[src/rtl/mode_switch_sequencer_pkg.sv]
// Shared video mode codes and the legality check used when a requested mode is captured.
package mode_switch_sequencer_pkg;

  localparam logic [7:0] MODE_1080p      = 8'h01;
  localparam logic [7:0] MODE_1080i      = 8'h02;
  localparam logic [7:0] MODE_720p       = 8'h03;
  localparam logic [7:0] MODE_480p       = 8'h04;
  localparam logic [7:0] MODE_480i       = 8'h05;
  localparam logic [7:0] DEFAULT_FB_MODE = MODE_480p;

  function automatic logic mode_is_valid(input logic [7:0] code);
    return (code == MODE_1080p) || (code == MODE_1080i) || (code == MODE_720p) ||
           (code == MODE_480p)  || (code == MODE_480i);
  endfunction

  // Unknown codes fall back to the safe framebuffer mode.
  function automatic logic [7:0] legalize_mode(input logic [7:0] code);
    return mode_is_valid(code) ? code : DEFAULT_FB_MODE;
  endfunction

endpackage

[src/rtl/mode_switch_sequencer_timer.sv]
// sequencer_timer: clear/enable up-counter with a terminal-value compare.
module sequencer_timer #(
  parameter int CNT_W = 21
) (
  input  logic             clock,
  input  logic             reset_n,
  input  logic             clear,
  input  logic             enable,
  input  logic [CNT_W-1:0] term_val,
  output logic             at_term
);

  logic [CNT_W-1:0] count;

  always_ff @(posedge clock or negedge reset_n) begin
    if (!reset_n) begin
      count <= '0;
    end else if (clear) begin
      count <= '0;
    end else if (enable) begin
      count <= count + CNT_W'(1);
    end
  end

  assign at_term = (count == term_val);

endmodule

[src/rtl/mode_switch_sequencer.sv]
// Frame-aligned video mode switch: blank, reprogram PLL via req/ack, wait lock + settle, re-enable.
// Optional IDLE debounce of mode requests when SEQ_DEBOUNCE_EN is defined.
import mode_switch_sequencer_pkg::*;

module mode_switch_sequencer #(
  parameter int SETTLE_CYCLES = 1024,
  parameter int LOCK_TIMEOUT  = 1048576,
  parameter int CNT_W         = 21
) (
  input  logic       clock,
  input  logic       reset_n,
  input  logic [7:0] config_data,
  input  logic       config_changed,
  input  logic       frame_end,
  input  logic       pll_reconfig_ack,
  input  logic       pll_locked,
  output logic       pll_reconfig_req,
  output logic [7:0] pll_mode,
  output logic [7:0] active_mode,
  output logic       video_enable,
  output logic       busy,
  output logic       lock_timeout
);

  typedef enum logic [2:0] {
    ST_IDLE,
    ST_WAIT_FRAME,
    ST_REQ,
    ST_WAIT_LOCK,
    ST_SETTLE
  } state_t;

  localparam logic [CNT_W-1:0] SETTLE_LAST = CNT_W'(SETTLE_CYCLES - 1);
  localparam logic [CNT_W-1:0] LOCK_LAST   = CNT_W'(LOCK_TIMEOUT - 1);

  state_t           state_q, state_d;
  logic [7:0]       pending_mode_q;
  logic             lt_d;
  logic             tmr_clear, tmr_enable, tmr_at_term;
  logic [CNT_W-1:0] tmr_term;

  sequencer_timer #(.CNT_W(CNT_W)) u_timer (
    .clock    (clock),
    .reset_n  (reset_n),
    .clear    (tmr_clear),
    .enable   (tmr_enable),
    .term_val (tmr_term),
    .at_term  (tmr_at_term)
  );

  always_comb begin
    state_d    = state_q;
    lt_d       = 1'b0;
    tmr_enable = 1'b0;
    tmr_term   = SETTLE_LAST;
    case (state_q)
      ST_IDLE: begin
`ifdef SEQ_DEBOUNCE_EN
        // Quiet window restarts on every request pulse and saturates at its end.
        tmr_enable = !config_changed && !tmr_at_term;
        if (!config_changed && tmr_at_term && (pending_mode_q != active_mode))
          state_d = ST_WAIT_FRAME;
`else
        if (pending_mode_q != active_mode)
          state_d = ST_WAIT_FRAME;
`endif
      end
      ST_WAIT_FRAME: begin
        if (frame_end)
          state_d = ST_REQ;
      end
      ST_REQ: begin
        if (pll_reconfig_req && pll_reconfig_ack)
          state_d = ST_WAIT_LOCK;
      end
      ST_WAIT_LOCK: begin
        tmr_term   = LOCK_LAST;
        tmr_enable = 1'b1;
        if (pll_locked) begin
          state_d = ST_SETTLE;
        end else if (tmr_at_term) begin
          lt_d    = 1'b1;
          state_d = ST_REQ;
        end
      end
      ST_SETTLE: begin
        tmr_enable = 1'b1;
        if (!pll_locked)
          state_d = ST_WAIT_LOCK;
        else if (tmr_at_term)
          state_d = ST_IDLE;
      end
      default: state_d = ST_REQ;
    endcase
  end

  // Every state change restarts the shared timer, so it never carries a stale count.
`ifdef SEQ_DEBOUNCE_EN
  assign tmr_clear = (state_d != state_q) || ((state_q == ST_IDLE) && config_changed);
`else
  assign tmr_clear = (state_d != state_q);
`endif

  always_ff @(posedge clock or negedge reset_n) begin
    if (!reset_n) begin
      state_q          <= ST_REQ;
      pll_reconfig_req <= 1'b0;
      video_enable     <= 1'b0;
      lock_timeout     <= 1'b0;
      pll_mode         <= DEFAULT_FB_MODE;
      active_mode      <= DEFAULT_FB_MODE;
      pending_mode_q   <= DEFAULT_FB_MODE;
    end else begin
      state_q          <= state_d;
      pll_reconfig_req <= (state_d == ST_REQ);
      video_enable     <= (state_d == ST_IDLE) || (state_d == ST_WAIT_FRAME);
      lock_timeout     <= lt_d;
      if (config_changed)
        pending_mode_q <= legalize_mode(config_data);
      // pll_mode is only loaded at the frame boundary, so it is frozen for the whole handshake.
      if ((state_q == ST_WAIT_FRAME) && frame_end)
        pll_mode <= pending_mode_q;
      if ((state_q == ST_SETTLE) && (state_d == ST_IDLE))
        active_mode <= pll_mode;
    end
  end

  assign busy = (state_q != ST_IDLE);

endmodule

[config.mk]
export PLATFORM = sky130hd
export DESIGN_NAME = mode_switch_sequencer
export DESIGN_NICKNAME = d
export VERILOG_FILES = /design/src/rtl/mode_switch_sequencer_pkg.sv /design/src/rtl/mode_switch_sequencer_timer.sv /design/src/rtl/mode_switch_sequencer.sv
export SDC_FILE = /design/constraint.sdc
export NUM_CORES = 1
export LEC_CHECK = 0
export ABC_CLOCK_PERIOD_IN_PS = 3500
export BUFFER_PORTS_ARGS = -buffer_cell sky130_fd_sc_hd__buf_2
export CAP_MARGIN = 20
export CORE_MARGIN = 2
export CORE_UTILIZATION = 40
export DETAILED_ROUTE_END_ITERATION = 8
export HOLD_SLACK_MARGIN = 0.06
export PLACE_DENSITY = 0.57
export SKIP_CTS_REPAIR_TIMING = 1
export SLEW_MARGIN = 20
export SYNTH_ARGS = -nofsm -noshare
export SYNTH_HDL_FRONTEND = slang
export SYNTH_SLANG_ARGS = --single-unit
[constraint.sdc]
create_clock -name clock -period 3.5 [get_ports clock]
set_input_delay 0.525 -clock clock [delete_from_list [all_inputs] [get_ports clock]]
set_output_delay 0.525 -clock clock [all_outputs]
set_load 0.03 [all_outputs]
==> metrics.log, run 1 <==
[metrics] required time of the critical path: 3.70 ns
[metrics] CP Max Fanout: 21
[metrics] Synth Cell Area: 0.002559 mm^2
[metrics] Hold/Removal Path Class: in2async
[metrics] synth unique cells: 44
[metrics] global route overflow: 0
[metrics] portion of the post-synthesis area used by sequential elements: 0.5007
[metrics] area of all sequential standard cells: approximately 0.0013 mm^2
[metrics] ratio of routed vias to standard cells: 5.454
[metrics] max cap viols: 0
[metrics] total iterations of the first detailed-routing run: 4
[metrics] area of combinational cells with multiple inputs: 0.001209 mm^2
[metrics] main flop type after synthesis: sky130_fd_sc_hd__dfrtp_1
[metrics] dominant cells by area after synthesis: sky130_fd_sc_hd__dfrtp_1 (46%), sky130_fd_sc_hd__mux2_2 (7.5%), sky130_fd_sc_hd__xor2_1 (6.5%)
[metrics] RSZ-0062 raised after global routing: no
[metrics] cell type with the highest aggregate area in the netlist: sky130_fd_sc_hd__dfrtp_1
[metrics] clock network fraction of design power: 0.294
[metrics] count of final max-slew check failures: 0
[metrics] Std-Cell Rows: 29
[metrics] H-tree level count: 2
[metrics] timing-limited maximum frequency: a little under 400 MHz
[metrics] gate count of the mapped netlist: 225
[metrics] sinks on the clock net: just over 50
[metrics] CTS root buf: sky130_fd_sc_hd__clkbuf_8
[metrics] hold violation total from the final report: 0
[metrics] critical path endpoint category: register
[metrics] clock tree from TritonCTS: built
[metrics] reg-to-reg startpoint: pending_mode_q[2]
[metrics] net count after synthesis: 240
[metrics] Layout fillers: 605
[metrics] internal power: ~1100 uW
[metrics] maximum number of pins on one net before global-route repair: 31
[metrics] routed length per instance: 15.84 um
[metrics] synthesis-to-finish area growth: 14.33%
[metrics] startpoint kind of the worst setup timing path: register
[metrics] CP Data Arrival Time: 2.74 ns
[metrics] count of pins on the block boundary: 34
[metrics] slew at the pin with the worst max-slew slack: just over 0.8 ns
[metrics] routed vias: 1,827
[metrics] fraction of final layout cells sized beyond drive strength 1: 0.2984
[metrics] last weighted congestion value of the routability-driven placer: about 0.74
[metrics] final setup skew: 0.007274 ns
[metrics] Sequential Power Share: 0.421
[metrics] later-pin clock latency in the skew report: 0.30 ns
[metrics] leakage power summed over all cells: 0.001303 uW
[metrics] Starting DRT DRC Count: 131
[metrics] Die H: ~84 um
[metrics] max_slew headroom: 0.4598
[metrics] ys async rst share: 1.000
[metrics] worst hold slack: 0.2591 ns
[metrics] DIE AREA: 0.007053 mm^2
[metrics] initial antenna violation count: 0
[metrics] commonest cells in the synthesized netlist: sky130_fd_sc_hd__dfrtp_1 (47), sky130_fd_sc_hd__xor2_1 (19), sky130_fd_sc_hd__a211oi_1 (18)
[metrics] total setup violations reported at the end of the flow: 0
[metrics] area share of the largest cell type after synthesis: 0.4597
[metrics] final period demand of the worst path: 2.536 ns
[metrics] Power Density: 564.7 mW/mm^2
[metrics] total clock buffers created by CTS: 5
[metrics] Starting Density: 0.4076
[metrics] fin crit share: 0.7246
[metrics] global-route wire length before repair: 9156 um
[metrics] count of port buffers added during placement: 33
[metrics] switching share of total power: 0.3633
[metrics] number of synthesized register bits: 51
[metrics] total number of nets in the final design: about 270
[metrics] post-DP HPWL: ~3600 um
[metrics] overall routed net length: 5305 um
[metrics] # diodes: 0
[metrics] Syn Area/Cell: roughly 11 um^2
[metrics] EDFF count, synth: 0
[metrics] drc violations: 0
[metrics] core region area: 0.006277 mm^2
[metrics] critical path type: reg2reg
[metrics] Final TNS setup: 0 ns
[metrics] number of buffers between clock root and the deepest sink: 2
[metrics] vias in the first global route: 1,861
[metrics] Comb power frac: 0.285
[metrics] global-route total usage across every layer: 0.1584
[metrics] Chip Width: 83.98 um
[metrics] result of the run: completed
[metrics] origin of the worst setup path: pending_mode_q[2]
[metrics] maximum vdd drop: 0.0003779 V
[metrics] Net Switching: 600.1 uW
[metrics] clk slew on worst S/H paths: 0.09 ns
[metrics] Detail Route Antenna Nets: 0
[metrics] warning count from the yosys run: 0
[metrics] most frequent cell after synthesis: sky130_fd_sc_hd__dfrtp_1
==> sequential cells by signal (all words and copies together) (netlist names) <==
register / flops
pll_reconfig_req: 1
state_q: 3
active_mode: 8
u_timer.count: 21
pll_mode: 8
video_enable: 1
lock_timeout: 1
pending_mode_q: 8
==> worst max-delay path: stages, from the launching register on <==
cell	delay, ns
sky130_fd_sc_hd__dfstp_2	0.56
sky130_fd_sc_hd__xor2_1	0.06
sky130_fd_sc_hd__nor4_1	0.39
sky130_fd_sc_hd__a21oi_1	0.13
sky130_fd_sc_hd__or4_1	0.88
sky130_fd_sc_hd__a221oi_1	0.40
==> power groups by stage <==
stage | logic [uW] | registers [uW] | clock network [uW]
final | 471 | 696 | 485
after global placement | 471 | 709 | 0
after detailed placement | 473 | 705 | 0
after floorplan | 358 | 698 | 0
after global routing | 510 | 705 | 517
after CTS | 474 | 695 | 497
==> final cells by class <==
type,count,area share
sequential,51,0.4380
inverter,4,0.005133
timing repair buffer,36,0.06416
clock buffer,5,0.02352
multi-input combinational,159,0.4132
tap,77,0.03293
clock inverter,3,0.02310
==> per-stage QoR <==
| step | power (uW) | worst slack [ns] | cell area, um^2 | instances | utilization |
|---|---|---|---|---|---|
| after CTS | 1666 | 0.9545 | 2925 | 335 | 0.4660 |
| after global placement | 1179 | 1.043 | 2789 | 327 | 0.4443 |
| after floorplan | 1055 | 1.418 | 2559 | 225 | - |
| after detailed placement | 1178 | 0.9862 | 2789 | 327 | 0.4443 |
| after global routing | 1732 | 0.8043 | 2925 | 335 | 0.4660 |
| final | 1652 | 0.9641 | 2925 | 335 | 0.4660 |
==> worst paths after layout <==
kind                                          end  cells past startpoint  slack [ns]
worst max-delay path             u_timer.count[1]                      5        0.96
worst min-delay path             pll_reconfig_req                      1        0.26
worst max register to register   u_timer.count[1]                      5        0.96
worst min register to register        pll_mode[1]                      1        0.54
max in group asynchronous          active_mode[2]                      2        2.44
min in group clock              pending_mode_q[2]                      3        0.43
==> logic make-up (layout without fill, tap and decap cells) <==
family	after synthesis	count (layout)	share of synthesized area
and+or+nand+nor	75	75	0.1751
DFF	51	51	0.5007
AOI/OAI and AO/OA	39	39	0.1252
xor gates and xnor gates	27	27	0.09242
muxes	17	17	0.07482
buffers and inverters	15	48	0.02689
adders and majority gates	1	1	0.004889
==> cells in the final DEF (no fill, tap or decap), types with 2 or more instances in the layout <==
| cell type | n |
|---|---|
| sky130_fd_sc_hd__or3_1 | 2 |
| sky130_fd_sc_hd__dfrtp_1 | 47 |
| sky130_fd_sc_hd__nand4_1 | 6 |
| sky130_fd_sc_hd__and3_1 | 2 |
| sky130_fd_sc_hd__buf_4 | 3 |
| sky130_fd_sc_hd__a211oi_1 | 18 |
| sky130_fd_sc_hd__o21ai_0 | 5 |
| sky130_fd_sc_hd__inv_1 | 4 |
| sky130_fd_sc_hd__nand3_1 | 7 |
| sky130_fd_sc_hd__a2111oi_4 | 2 |
| sky130_fd_sc_hd__nand2_1 | 17 |
| sky130_fd_sc_hd__buf_2 | 33 |
| sky130_fd_sc_hd__clkbuf_8 | 5 |
| sky130_fd_sc_hd__xor2_1 | 19 |
| sky130_fd_sc_hd__nor3_1 | 5 |
| sky130_fd_sc_hd__mux2_2 | 17 |
| sky130_fd_sc_hd__dfstp_2 | 4 |
| sky130_fd_sc_hd__nor2_1 | 9 |
| sky130_fd_sc_hd__bufinv_16 | 2 |
| sky130_fd_sc_hd__nor2b_1 | 5 |
| sky130_fd_sc_hd__nor4_1 | 5 |
| sky130_fd_sc_hd__a21oi_1 | 6 |
| sky130_fd_sc_hd__a31oi_1 | 2 |
| sky130_fd_sc_hd__nor3_2 | 2 |
| sky130_fd_sc_hd__or4_1 | 2 |
| sky130_fd_sc_hd__xnor2_1 | 8 |
==> routing by layer <==
layer | track usage | vias up | share of wire
met5 | 0 | - | 0
met4 | 0.04252 | 0 | 0.0090
met3 | 0.03066 | 5 | 0.030
met2 | 0.2480 | 31 | 0.45
met1 | 0.2256 | 906 | 0.51
li1 | - | 885 | -
Power figures use the tool's default switching activity.
==> run 2: changes to the inputs <==
- ABC_CLOCK_PERIOD_IN_PS: 3500 -> 2650
- clock period: 3.5 -> 2.65 ns (I/O delays scaled with it)
==> run 2 against run 1 <==
  * Via count grew 1.9%
  * Clock-buffer cell count is the same
  * Total power grew 35%
  * Critical path type unchanged
  * Critical endpoint is now u_timer.count[18]
  * Largest cell class unchanged
==> metrics.log, run 2 (same netlist as run 1, synthesis figures left out) <==
[metrics] Net Switching: 806.4 uW
[metrics] # diodes: 0
[metrics] fraction of final layout cells sized beyond drive strength 1: 0.3118
[metrics] area of all placed cells without fillers: 0.002972 mm^2
[metrics] largest register by flop count: u_timer.count
[metrics] Worst Setup Slack post-DPL: roughly 0.081 ns
[metrics] hold violation total from the final report: 0
[metrics] maximum vdd drop: 0.0005443 V
[metrics] Std-Cell Rows: 29
[metrics] max cap viols: 0
[metrics] Power Density: 749.0 mW/mm^2
[metrics] most frequent cells in the layout: sky130_fd_sc_hd__dfrtp_1 (47), sky130_fd_sc_hd__buf_2 (33), sky130_fd_sc_hd__xor2_1 (19)
[metrics] Worst Hold Depth: 3
[metrics] biggest cell delay along the critical path: around 0.68 ns
[metrics] Starting Density: 0.4076
[metrics] timing-limited maximum frequency: 411.9 MHz
[metrics] logic depth of the worst path, buffers included: 6
[metrics] placed instance count: 331
[metrics] core region area: 0.006277 mm^2
[metrics] most common cell after layout, fill and taps aside: sky130_fd_sc_hd__dfrtp_1
[metrics] Starting DRT DRC Count: 64
[metrics] CTS root buf: sky130_fd_sc_hd__clkbuf_8
[metrics] final standard cell count with taps included and fillers excluded: 340
[metrics] cell family contributing the most delay on the critical path: simple AND/OR/NAND/NOR gates
[metrics] global-route total usage across every layer: 0.1681
[metrics] Comb power frac: 0.301
[metrics] count of port buffers added during placement: 33
[metrics] number of flip-flops in the largest register: 21
[metrics] RSZ-0062 raised after global routing: no
[metrics] overall routed net length: 5361 um
[metrics] Final TNS setup: 0 ns
[metrics] total number of nets in the final design: about 280
[metrics] routed length per instance: 15.77 um
[metrics] total clock buffers created by CTS: 5
[metrics] CP Max Fanout: 13
[metrics] origin of the worst setup path: active_mode[2]
[metrics] drc violations: 0
[metrics] area of combinational cells with multiple inputs: between 0.001 and 0.0015 mm^2
[metrics] initial antenna violation count: 0
[metrics] sinks on the clock net: a little over 50
[metrics] final setup skew: 0.01247 ns
[metrics] Chip Width: 83.98 um
[metrics] critical path endpoint category: register
[metrics] total setup violations reported at the end of the flow: 0
[metrics] final period demand of the worst path: around 2.4 ns
[metrics] clock network fraction of design power: 0.289
[metrics] count of final max-slew check failures: 0
[metrics] internal power: about 1400 uW
[metrics] area of all sequential standard cells: 0.001281 mm^2
[metrics] Hold Crit Start: config_data[2]
[metrics] CP Data Arrival Time: 2.65 ns
[metrics] last weighted congestion value of the routability-driven placer: between 0.7 and 0.8
[metrics] later-pin clock latency in the skew report: 0.31 ns
[metrics] count of pins on the block boundary: 34
[metrics] Hold/Removal Path Class: in2reg
[metrics] synthesis-to-finish area growth: 16.14%
[metrics] number of buffers between clock root and the deepest sink: 2
[metrics] maximum number of pins on one net before global-route repair: 22
[metrics] fin crit share: 0.9161
[metrics] slew at the pin with the worst max-slew slack: 0.5057 ns
[metrics] H-tree level count: 2
[metrics] startpoint kind of the worst setup timing path: register
[metrics] routed vias: 1,862
[metrics] Max stage delay cell, worst path: sky130_fd_sc_hd__or4_1
[metrics] Detail Route Antenna Nets: 0
[metrics] switching share of total power: 0.3623
[metrics] number of cell instances on the worst register-to-register path: 6
[metrics] result of the run: completed
[metrics] clock tree from TritonCTS: built
[metrics] Die H: 83.98 um
[metrics] required time of the critical path: 2.87 ns
[metrics] Worst Setup Slack, final: 0.2224 ns
[metrics] critical path type: reg2reg
[metrics] total iterations of the first detailed-routing run: 4
[metrics] reg-to-reg startpoint: active_mode[2]
[metrics] cell chain of the critical path: xor2_1 > nor4_2 > a21oi_1 > or4_1 > buf_4 > a211oi_1
[metrics] global-route wire length before repair: 9370 um
[metrics] placed instance area: 0.002819 mm^2
[metrics] Bufs and invs on worst path: 1
[metrics] global route overflow: 0
[metrics] Layout fillers: between 500 and 600
[metrics] vias in the first global route: 1,891
[metrics] clk slew on worst S/H paths: 0.10 ns
[metrics] Sequential Power Share: 0.409
[metrics] DIE AREA: 0.007053 mm^2
[metrics] ratio of routed vias to standard cells: about 5.5
[metrics] post-DP HPWL: 3736 um
[metrics] leakage power summed over all cells: 0.001327 uW
[metrics] max_slew headroom: 0.6629
## run 2: power groups by stage
stage | clock, uW | combinational, uW | sequential, uW
CTS | 669 | 671 | 909
global route | 692 | 739 | 922
floorplan | 0 | 472 | 922
detailed placement | 0 | 672 | 923
global placement | 0 | 672 | 923
finish | 644 | 671 | 911
## run 2: cell type report
type,count,share of cell area
sequential,51,0.4312
clock inverter,3,0.02274
tap,77,0.03242
timing repair buffer,41,0.07663
inverter,4,0.005053
multi-input combinational,159,0.4088
clock buffer,5,0.02316
## run 2: path summary, 6_finish.rpt
path | slack [ns] | endpoint
min in group asynchronous | 0.56 | state_q[0]
worst max register to register | 0.22 | u_timer.count[18]
worst min register to register | 0.52 | pending_mode_q[2]
worst min-delay path | 0.28 | pending_mode_q[2]
max in group asynchronous | 1.45 | active_mode[2]
worst max-delay path | 0.22 | u_timer.count[18]
## run 2: tightest hold or removal path, cell delays in order
cell and delay, ns:
sky130_fd_sc_hd__buf_2 0.11, sky130_fd_sc_hd__inv_1 0.04, sky130_fd_sc_hd__a21oi_1 0.05
## run 2: through the flow
stage / power, uW / util / hold slack, ns
final: 2226 / 0.4734 / 0.2804
after global routing: 2353 / 0.4734 / 0.2791
after CTS: 2249 / 0.4708 / 0.01311
after detailed placement: 1596 / 0.4491 / 0.3633
after global placement: 1595 / 0.4491 / 0.3577
after floorplan: 1394 / - / 0.1019
## run 2: routing by layer
layer | vias to the layer above | global-route usage | share of wire
met3 | 7 | 0.03759 | 0.029
met4 | 0 | 0.06158 | 0.017
li1 | 894 | - | -
met2 | 32 | 0.2524 | 0.47
met1 | 929 | 0.2382 | 0.49
met5 | - | 0 | 0
